**config.mk**
```make
export PLATFORM = sky130hd
export DESIGN_NAME = seven_seg_mux_n
export DESIGN_NICKNAME = d
export VERILOG_FILES = /design/src/rtl/sevseg_pkg.sv /design/src/rtl/sevseg_hex_decoder.sv /design/src/rtl/seven_seg_mux_n.sv
export SDC_FILE = /design/constraint.sdc
export NUM_CORES = 1
export LEC_CHECK = 0
export ABC_CLOCK_PERIOD_IN_PS = 5100
export BUFFER_PORTS_ARGS = -buffer_cell sky130_fd_sc_hd__buf_2
export CORE_MARGIN = 2
export CORE_UTILIZATION = 50
export CTS_CLUSTER_DIAMETER = 50
export CTS_CLUSTER_SIZE = 10
export DETAILED_ROUTE_END_ITERATION = 12
export GPL_ROUTABILITY_DRIVEN = 0
export PLACE_DENSITY = 0.72
export SYNTH_ARGS = -nofsm -noshare
export SYNTH_HDL_FRONTEND = slang
export SYNTH_SLANG_ARGS = --single-unit
```
**constraint.sdc**
```tcl
create_clock -name clk -period 5.1 [get_ports clk]
set_clock_uncertainty 0.05 [all_clocks]
set_input_delay 0.765 -clock clk [delete_from_list [all_inputs] [get_ports clk]]
set_output_delay 0.765 -clock clk [all_outputs]
set_load 0.05 [all_outputs]
```
**src/rtl/sevseg_pkg.sv**
```systemverilog
`default_nettype none
// ============================================================================
//  Module      : sevseg_pkg
//  Description : Shared constants for the multiplexed seven-segment driver:
//                blank segment pattern, hex font table (g..a, active-low)
//                and an anode-off mask helper.
//  Revision    : 1.0  initial release
// ============================================================================
package sevseg_pkg;

    // All cathodes released (segments dark on a common-anode display).
    localparam logic [6:0] SEG_BLANK = 7'h7F;

    // Hex font, index = nibble value, pattern = {g,f,e,d,c,b,a} active-low.
    localparam logic [15:0][6:0] SEG_FONT = {
        7'h0E,  // F
        7'h06,  // E
        7'h21,  // d
        7'h46,  // C
        7'h03,  // b
        7'h08,  // A
        7'h10,  // 9
        7'h00,  // 8
        7'h78,  // 7
        7'h02,  // 6
        7'h12,  // 5
        7'h19,  // 4
        7'h30,  // 3
        7'h24,  // 2
        7'h79,  // 1
        7'h40   // 0
    };

    // Anode mask with the low 'width' bits set (all digits off, active-low).
    function automatic logic [7:0] ANODE_OFF(input int width);
        logic [7:0] v_mask;
        v_mask = '0;
        for (int i = 0; i < 8; i++) begin
            if (i < width) begin
                v_mask[i] = 1'b1;
            end
        end
        return v_mask;
    endfunction

endpackage
`default_nettype wire

```
**src/rtl/sevseg_hex_decoder.sv**
```systemverilog
`default_nettype none
// ============================================================================
//  Module      : sevseg_hex_decoder
//  Description : Combinational nibble to seven-segment pattern (g..a,
//                active-low) using the shared font table.
//  Revision    : 1.0  initial release
// ============================================================================
module sevseg_hex_decoder
    import sevseg_pkg::*;
(
    input  logic [3:0] i_nibble,
    output logic [6:0] o_seg
);

    // Straight table lookup; the table already holds active-low patterns.
    always_comb begin
        o_seg = SEG_FONT[i_nibble];
    end

endmodule
`default_nettype wire

```
**src/rtl/seven_seg_mux_n.sv**
```systemverilog
`default_nettype none
// ============================================================================
//  Module      : seven_seg_mux_n
//  Description : N-digit time-multiplexed seven-segment driver for a
//                common-anode display. Per-digit decimal points and blanking,
//                PWM brightness, and frame-synchronous (tear-free) loading of
//                displayed values through staging and shadow registers.
//                Optional build macro SEVSEG_LZ_BLANK_EN enables leading-zero
//                suppression; the port list is identical in both builds.
//  Revision    : 1.0  initial release
// ============================================================================
module seven_seg_mux_n
    import sevseg_pkg::*;
#(
    parameter int NUM_DIGITS = 4,
    parameter int DIV_W      = 11,
    parameter int BRIGHT_W   = 3
) (
    input  logic                    clk,
    input  logic                    reset,
    input  logic [4*NUM_DIGITS-1:0] values,
    input  logic [NUM_DIGITS-1:0]   dp_in,
    input  logic [NUM_DIGITS-1:0]   blank,
    input  logic                    load,
    input  logic [BRIGHT_W-1:0]     brightness,
    output logic [6:0]              sv_disp,
    output logic                    sv_dp,
    output logic [NUM_DIGITS-1:0]   sv_anode,
    output logic                    frame_done
);

    localparam int                      c_idx_w        = $clog2(NUM_DIGITS);
    localparam logic [c_idx_w-1:0]      c_last_idx     = c_idx_w'(NUM_DIGITS - 1);
    localparam logic [7:0]              c_anode_off_all = ANODE_OFF(NUM_DIGITS);
    localparam logic [NUM_DIGITS-1:0]   c_anode_off    = c_anode_off_all[NUM_DIGITS-1:0];

    // Refresh timing
    logic [DIV_W-1:0]          r_slot_cnt;
    logic [c_idx_w-1:0]        r_idx;
    logic                      w_slot_wrap;
    logic                      w_last_digit;
    logic                      w_frame_wrap;

    // Load path: staging holds the latest request, shadow holds what is shown
    logic                      r_pending;
    logic [4*NUM_DIGITS-1:0]   r_stage_values;
    logic [NUM_DIGITS-1:0]     r_stage_dp;
    logic [NUM_DIGITS-1:0]     r_stage_blank;
    logic [4*NUM_DIGITS-1:0]   r_shadow_values;
    logic [NUM_DIGITS-1:0]     r_shadow_dp;
    logic [NUM_DIGITS-1:0]     r_shadow_blank;
    logic                      r_frame_done;

    // Digit selection and darkness decision
    logic [3:0]                w_digit_val [NUM_DIGITS];
    logic [3:0]                w_nibble;
    logic [6:0]                w_seg;
    logic                      w_dp_sel;
    logic [NUM_DIGITS-1:0]     w_lz_supp;
    logic [BRIGHT_W-1:0]       w_duty_code;
    logic                      w_in_duty;
    logic                      w_dark;
    logic [NUM_DIGITS-1:0]     w_anode_lit;

    // Registered output stage
    logic [NUM_DIGITS-1:0]     r_anode;
    logic [6:0]                r_disp;
    logic                      r_dp;

    // Slot and frame boundaries derived from the current counters.
    always_comb begin
        w_slot_wrap  = &r_slot_cnt;
        w_last_digit = (r_idx == c_last_idx);
        w_frame_wrap = w_slot_wrap & w_last_digit;
    end

    // Prescaler and digit index: idx steps once per full slot, wraps per frame.
    always_ff @(posedge clk) begin
        if (reset) begin
            r_slot_cnt <= '0;
            r_idx      <= '0;
        end else begin
            r_slot_cnt <= r_slot_cnt + DIV_W'(1);
            if (w_slot_wrap) begin
                r_idx <= w_last_digit ? '0 : r_idx + c_idx_w'(1);
            end
        end
    end

    // Load handshake: stage requests, commit to shadow only at frame wrap.
    // A load on the wrap cycle itself bypasses staging so its data wins.
    always_ff @(posedge clk) begin
        if (reset) begin
            r_pending       <= 1'b0;
            r_stage_values  <= '0;
            r_stage_dp      <= '0;
            r_stage_blank   <= '1;
            r_shadow_values <= '0;
            r_shadow_dp     <= '0;
            r_shadow_blank  <= '1;
            r_frame_done    <= 1'b0;
        end else begin
            r_frame_done <= 1'b0;
            if (load) begin
                r_stage_values <= values;
                r_stage_dp     <= dp_in;
                r_stage_blank  <= blank;
            end
            if (w_frame_wrap) begin
                if (load) begin
                    r_shadow_values <= values;
                    r_shadow_dp     <= dp_in;
                    r_shadow_blank  <= blank;
                end else if (r_pending) begin
                    r_shadow_values <= r_stage_values;
                    r_shadow_dp     <= r_stage_dp;
                    r_shadow_blank  <= r_stage_blank;
                end
                r_frame_done <= load | r_pending;
                r_pending    <= 1'b0;
            end else if (load) begin
                r_pending <= 1'b1;
            end
        end
    end

    // Split the shadow value bus into per-digit nibbles.
    for (genvar g = 0; g < NUM_DIGITS; g++) begin : g_digit_split
        assign w_digit_val[g] = r_shadow_values[4*g +: 4];
    end

`ifdef SEVSEG_LZ_BLANK_EN
    // Leading-zero suppression: walk down from the top digit while digits are
    // zero with no decimal point; digit 0 is always shown.
    always_comb begin
        logic v_run;
        v_run     = 1'b1;
        w_lz_supp = '0;
        for (int i = NUM_DIGITS - 1; i > 0; i--) begin
            v_run        = v_run & (w_digit_val[i] == 4'h0) & ~r_shadow_dp[i];
            w_lz_supp[i] = v_run;
        end
    end
`else
    // Zeros are always displayed in this build.
    assign w_lz_supp = '0;
`endif

    // Current digit content, duty window and dark decision.
    always_comb begin
        w_nibble    = w_digit_val[r_idx];
        w_dp_sel    = r_shadow_dp[r_idx];
        w_duty_code = r_slot_cnt[DIV_W-1 -: BRIGHT_W];
        w_in_duty   = (w_duty_code <= brightness);
        w_dark      = r_shadow_blank[r_idx] | w_lz_supp[r_idx] | ~w_in_duty;
    end

    // One-hot-low anode pattern for the selected digit.
    always_comb begin
        w_anode_lit = '1;
        for (int i = 0; i < NUM_DIGITS; i++) begin
            w_anode_lit[i] = (r_idx != c_idx_w'(i));
        end
    end

    sevseg_hex_decoder u_hex_decoder (
        .i_nibble (w_nibble),
        .o_seg    (w_seg)
    );

    // Output register: dark digits release both anodes and cathodes.
    always_ff @(posedge clk) begin
        if (reset) begin
            r_anode <= c_anode_off;
            r_disp  <= SEG_BLANK;
            r_dp    <= 1'b1;
        end else if (w_dark) begin
            r_anode <= c_anode_off;
            r_disp  <= SEG_BLANK;
            r_dp    <= 1'b1;
        end else begin
            r_anode <= w_anode_lit;
            r_disp  <= w_seg;
            r_dp    <= ~w_dp_sel;
        end
    end

    assign sv_anode   = r_anode;
    assign sv_disp    = r_disp;
    assign sv_dp      = r_dp;
    assign frame_done = r_frame_done;

endmodule
`default_nettype wire
```
# Word level (Yosys, flattened, before mapping)
# Memories as Yosys holds them, arrays and structs flattened. A register that Yosys moved wholly into a read port is not among the register bits.
# Index checks and enable logic that the tools add are counted.
# op_classes
n_addsub,2
order_cmp,3
n_eq_ne,4
n_mux,16
bitwise_logic,8
reduce_logical,7
# op_table
op,n
16-bit two-way mux,2
4-bit two-way mux,6
11-bit by 1-bit adder with 11-bit output (second input constant),1
11-bit AND reduction,1
4-bit binary-select mux with 2-bit select,1
1-bit binary-select mux with 2-bit select,3
2-bit OR reduction,3
2-bit != test (second input constant),2
2-bit nonzero test,2
3-bit >= comparator (second input constant),1
3-bit <= comparator,1
2-bit by 3-bit less-than comparator with 1-bit output (second input constant),1
1-bit two-way mux,3
1-bit NOT,3
2-bit NOT with 3-bit output,1
1-bit bitwise OR,3
2-bit by 1-bit adder with 2-bit output (second input constant),1
2-bit equality test (second input constant),1
2-bit two-way mux,1
2-bit by 1-bit != test with 1-bit output (second input constant),1
2-bit AND reduction,1
1-bit AND,1
# word_totals
regBits,68
romBits,112
in_bits,30
out_inout_bits,13
elab_cells,53
n_memories,1
# mem_list
name,depth,width,rd,rd_ports_with_merged_regs,wr,line_no,text
(no name shown),16,7,1,1,0,sevseg_hex_decoder.sv:17,o_seg = SEG_FONT[i_nibble];

# Depth between registers and ports, before layout
# depth
word_depth,5
depth_mapped,8
mapped_depth_nobuf,7

# Modules after synthesis
# From an unflattened synthesis, not the netlist that was laid out.
# hier_totals
hier_cells,315
hier_area_um2,3430.8
# modules_own_cells
module,n_inst,cells_each,area_each_um2
seven_seg_mux_n,1,283,3155.5
sevseg_hex_decoder,1,32,275.3

# Worst setup path after synthesis
# Ideal clock, no wire load.
# synth_path
path_kind,reg-to-reg
start,register r_idx[1]
end,register r_disp[0] (netlist: sv_disp[0])
setup_ns,0.150
arrival_time_ns,1.965
required_ns,4.900
setup_slack_ns,2.936
stages_incl_launch_ff,7
synth_period_minus_slack_ns,2.164
cell_sequence,dfxtp_1 > buf_6 > mux4_1 > ha_1 > or3_1 > a21oi_1 > o311ai_0
# synth_between
elab_chain_cells,5
# synth_rtl
item,line_no,text
start: declaration,seven_seg_mux_n.sv:39,logic [c_idx_w-1:0] r_idx;
start signal: assignment,seven_seg_mux_n.sv:85,r_idx <= w_last_digit ? '0 : r_idx + c_idx_w'(1);
1-bit binary-select mux with 2-bit select,seven_seg_mux_n.sv:155,w_dark = r_shadow_blank[r_idx] | w_lz_supp[r_idx] | ~w_in_duty;
1-bit two-way mux (implied by the code),seven_seg_mux_n.sv:155,
1-bit bitwise OR (2 in series),seven_seg_mux_n.sv:155,
2-bit OR reduction (no line),n/a,
end: declaration,seven_seg_mux_n.sv:67,logic [6:0] r_disp;
# Parallel ways exist; a longest one is shown, timed or not. The select of a mux whose other input is x is not followed.
# A chain may end at the register's enable or synchronous reset.

# Worst setup path after layout
# layout_path
start,input port load
end,register r_shadow_values[4]
# layout_between
elab_chain_cells,2
# layout_rtl
item,line_no,text
start: declaration,seven_seg_mux_n.sv:24,"input logic load,"
2-bit nonzero test (no line),n/a,
2-bit AND reduction (no line),n/a,
end signal: assignment,seven_seg_mux_n.sv:111,r_shadow_values <= values;
end signal: assignment,seven_seg_mux_n.sv:115,r_shadow_values <= r_stage_values;
end: declaration,seven_seg_mux_n.sv:49,logic [4*NUM_DIGITS-1:0] r_shadow_values;
# Parallel ways exist; a longest one is shown, timed or not.

==> flow_summary.yaml <==
outcome:
  outcome: "completed"
synthesis:
  synth_top_area_frac: 0.448
  syn_nets: 354
  yosysMostFrequentCell: "dfxtp_1"
  avgSynthCellArea_um2: 10.8
  yosysSeqAreaShare: 0.448
  synthesis.instances: 310
  netlist_area_mm2: 0.00335
  synth_async_sr_flop_share: 0
  synthTopCellsByCount: "dfxtp_1 (75), nor2_1 (34), nor2b_1 (26), mux2_2 (25), mux2i_1 (25)"
  synthDistinctLibCells: 38
  synth_edf_count: 0
  ys_warn_count: 0
  synthFlopType: "dfxtp_1"
  ys_ff_latch: 75
  synth_top_area_cell: "dfxtp_1"
  netlist_top_cells_area: "dfxtp_1 (45%), mux2_2 (8.4%), mux2i_1 (7.5%), ha_1 (5.2%), nor2b_1 (4.8%)"
sta:
  setup_viol: 0
  hold_violations: 0
  tns_ns: 0
  period_share: 0.584
  relSlewSlack: 0.247
  max_freq_mhz: 336
  tightestPinTransition_ns: 1.13
  drv_slew: 0
  fin_crit_ns: 2.98
  rsz0062_at_grt: "false"
run:
  drv_cap: 0
global_routing:
  met1_usage: 0.234
  grt_pass1_vias: 1955
  met2_usage: 0.226
  grt_max_degree: 65
  grt-busiest-layer: "met1"
  grt_remaining_overflow: 0
  antenna_found_initial: 0
  grt_pass1_wl_mm: 9.44
  track_usage: 0.164
  grt_util_met3: 0.0462
routing:
  firstDrtPassIters: 4
  num_vias: 2197
  wl_per_cell_um: 13.0
  dr.first_iter.drc_count: 91
  vias_per_cell: 5.12
  wl_mm: 5.58
  ant_nets: 0
  drcViolationCount: 0
clock_network:
  cts.sinks: 75
  tritoncts: "built"
  ctsHoldBuffers: 0
  clk_latency_ns: 0.34
  max-clock-path-buffers: 2
  htreeDepth: 3
  clk_pin_slew_ns: 0.08
  numCtsBuffers: 9
  cts_resized: 0
  root_buffer: "clkbuf_8"
  post-cts-setup-buffers: 0
die:
  die-area_mm2: 0.00738
  coreArea_mm2: 0.00642
  io_pins: 43
  row_count: 29
  fp.dieH_um: 85.9
  start_util: 0.522
  dieWidth_um: 85.9
setup_path:
  crit_required_ns: 5.28
  crit_buf_inv: 1
  crit_type: "in2reg"
  start_kind: "primary input"
  cp_cell_sequence: "buf_2 > o21ai_0 > nor2_2 > mux2_2"
  worst_ep_arrival_time_ns: 3.16
  path_delay_family: "simple AND/OR/NAND/NOR gates"
  critical_path.slowest_cell: "nor2_2"
  cp_max_fo: 30
  critPathCaptureType: "flip-flop"
  critical-path-max-stage-delay_ns: 0.95
final_layout:
  post-route-util: 0.582
  drive_gt1_frac: 0.264
  fillers: 556
  multiInputGateArea_mm2: 0.00168
  area_growth_syn_to_layout_pct: 11.4
  final-seq-area_mm2: 0.00150
  fin_nets: 391
  design_area_mm2: 0.00374
  diodes: 0
place:
  place_area_mm2: 0.00354
  port_buffers: 42
  dpl.hpwl_mm: 3.65
worst_hold_path:
  min_path_type: "reg2reg"
pwr:
  power.leakage_nw: 1.57
  ir_drop_uv: 185
  power_density_mw_per_mm2: 294
==> cell type report <==
cell class | count | area share
sequential | 75 | 0.402
clock buffer | 13 | 0.0479
multi-input combinational | 208 | 0.450
inverter | 9 | 0.00904
tap | 77 | 0.0258
clock inverter | 3 | 0.00536
timing repair buffer | 44 | 0.0603
==> where the power goes <==
group	internal (mW)	total [mW]	switching (mW)
Combinational	0.0241	0.0525	0.0284
Sequential	0.599	0.604	0.00441
Clock	0.229	0.442	0.213
Total	0.852	1.10	0.245
==> through the flow <==
stage                     instances  total power [mW]  worst slack [ns]  hold slack (ns)
final                           429              1.10              2.12            0.417
after global routing            429              1.15              1.94            0.451
after CTS                       429              1.11              2.17            0.422
after detailed placement        413             0.670              1.80            0.403
after global placement          413             0.669              1.87            0.391
after floorplan                 310             0.652              2.94            0.376
==> cells in the final DEF (no fill, tap or decap), drive strengths merged, types with 5 or more instances in the layout <==
cell type  instances
clkbuf            13
nor2              35
ha                14
or3                8
inv                9
mux4               6
xnor2              5
nand3             14
xor2               6
dfxtp             75
o21ai              5
mux2              27
nand2              9
mux2i             25
buf               44
nor2b             26
==> metal layers <==
metal | up-vias | wire length, µm
met5 | - | 0
met1 | 993 | 2880
met3 | 10 | 244
li1 | 1149 | -
met4 | 0 | 104
met2 | 45 | 2350
==> path summary, 6_finish.rpt <==
kind                            startpoint                              end  slack (ns)  depth (start not counted)
hold / removal    r_slot_cnt[0]$_SDFF_PP0_         r_slot_cnt[0]$_SDFF_PP0_        0.42                          1
setup reg to reg     r_idx[0]$_SDFFE_PP0P_  r_shadow_values[4]$_SDFFE_PP0P_        2.23                          4
setup / recovery                      load  r_shadow_values[4]$_SDFFE_PP0P_        2.12                          4
hold reg to reg   r_slot_cnt[0]$_SDFF_PP0_         r_slot_cnt[0]$_SDFF_PP0_        0.42                          1
==> logic make-up after synthesis <==
family	count (synthesis)	synth area share
flip-flops	75	0.448
multiplexers	58	0.212
buffers and inverters	27	0.0515
AND/OR/NAND/NOR	104	0.164
XOR/XNOR	11	0.0287
adder cells (fa/ha/maj)	14	0.0522
AO/OA/AOI/OAI	21	0.0433
==> registers in the layout, summed over array words and instances, names as in the netlist <==
register	count
sv_dp	1
r_stage_values	16
sv_anode	4
r_shadow_values	16
r_stage_blank	4
r_pending	1
r_shadow_dp	4
frame_done	1
r_idx	2
r_shadow_blank	4
sv_disp	7
r_slot_cnt	11
r_stage_dp	4
No activity file was read; power rests on OpenSTA's default activity.
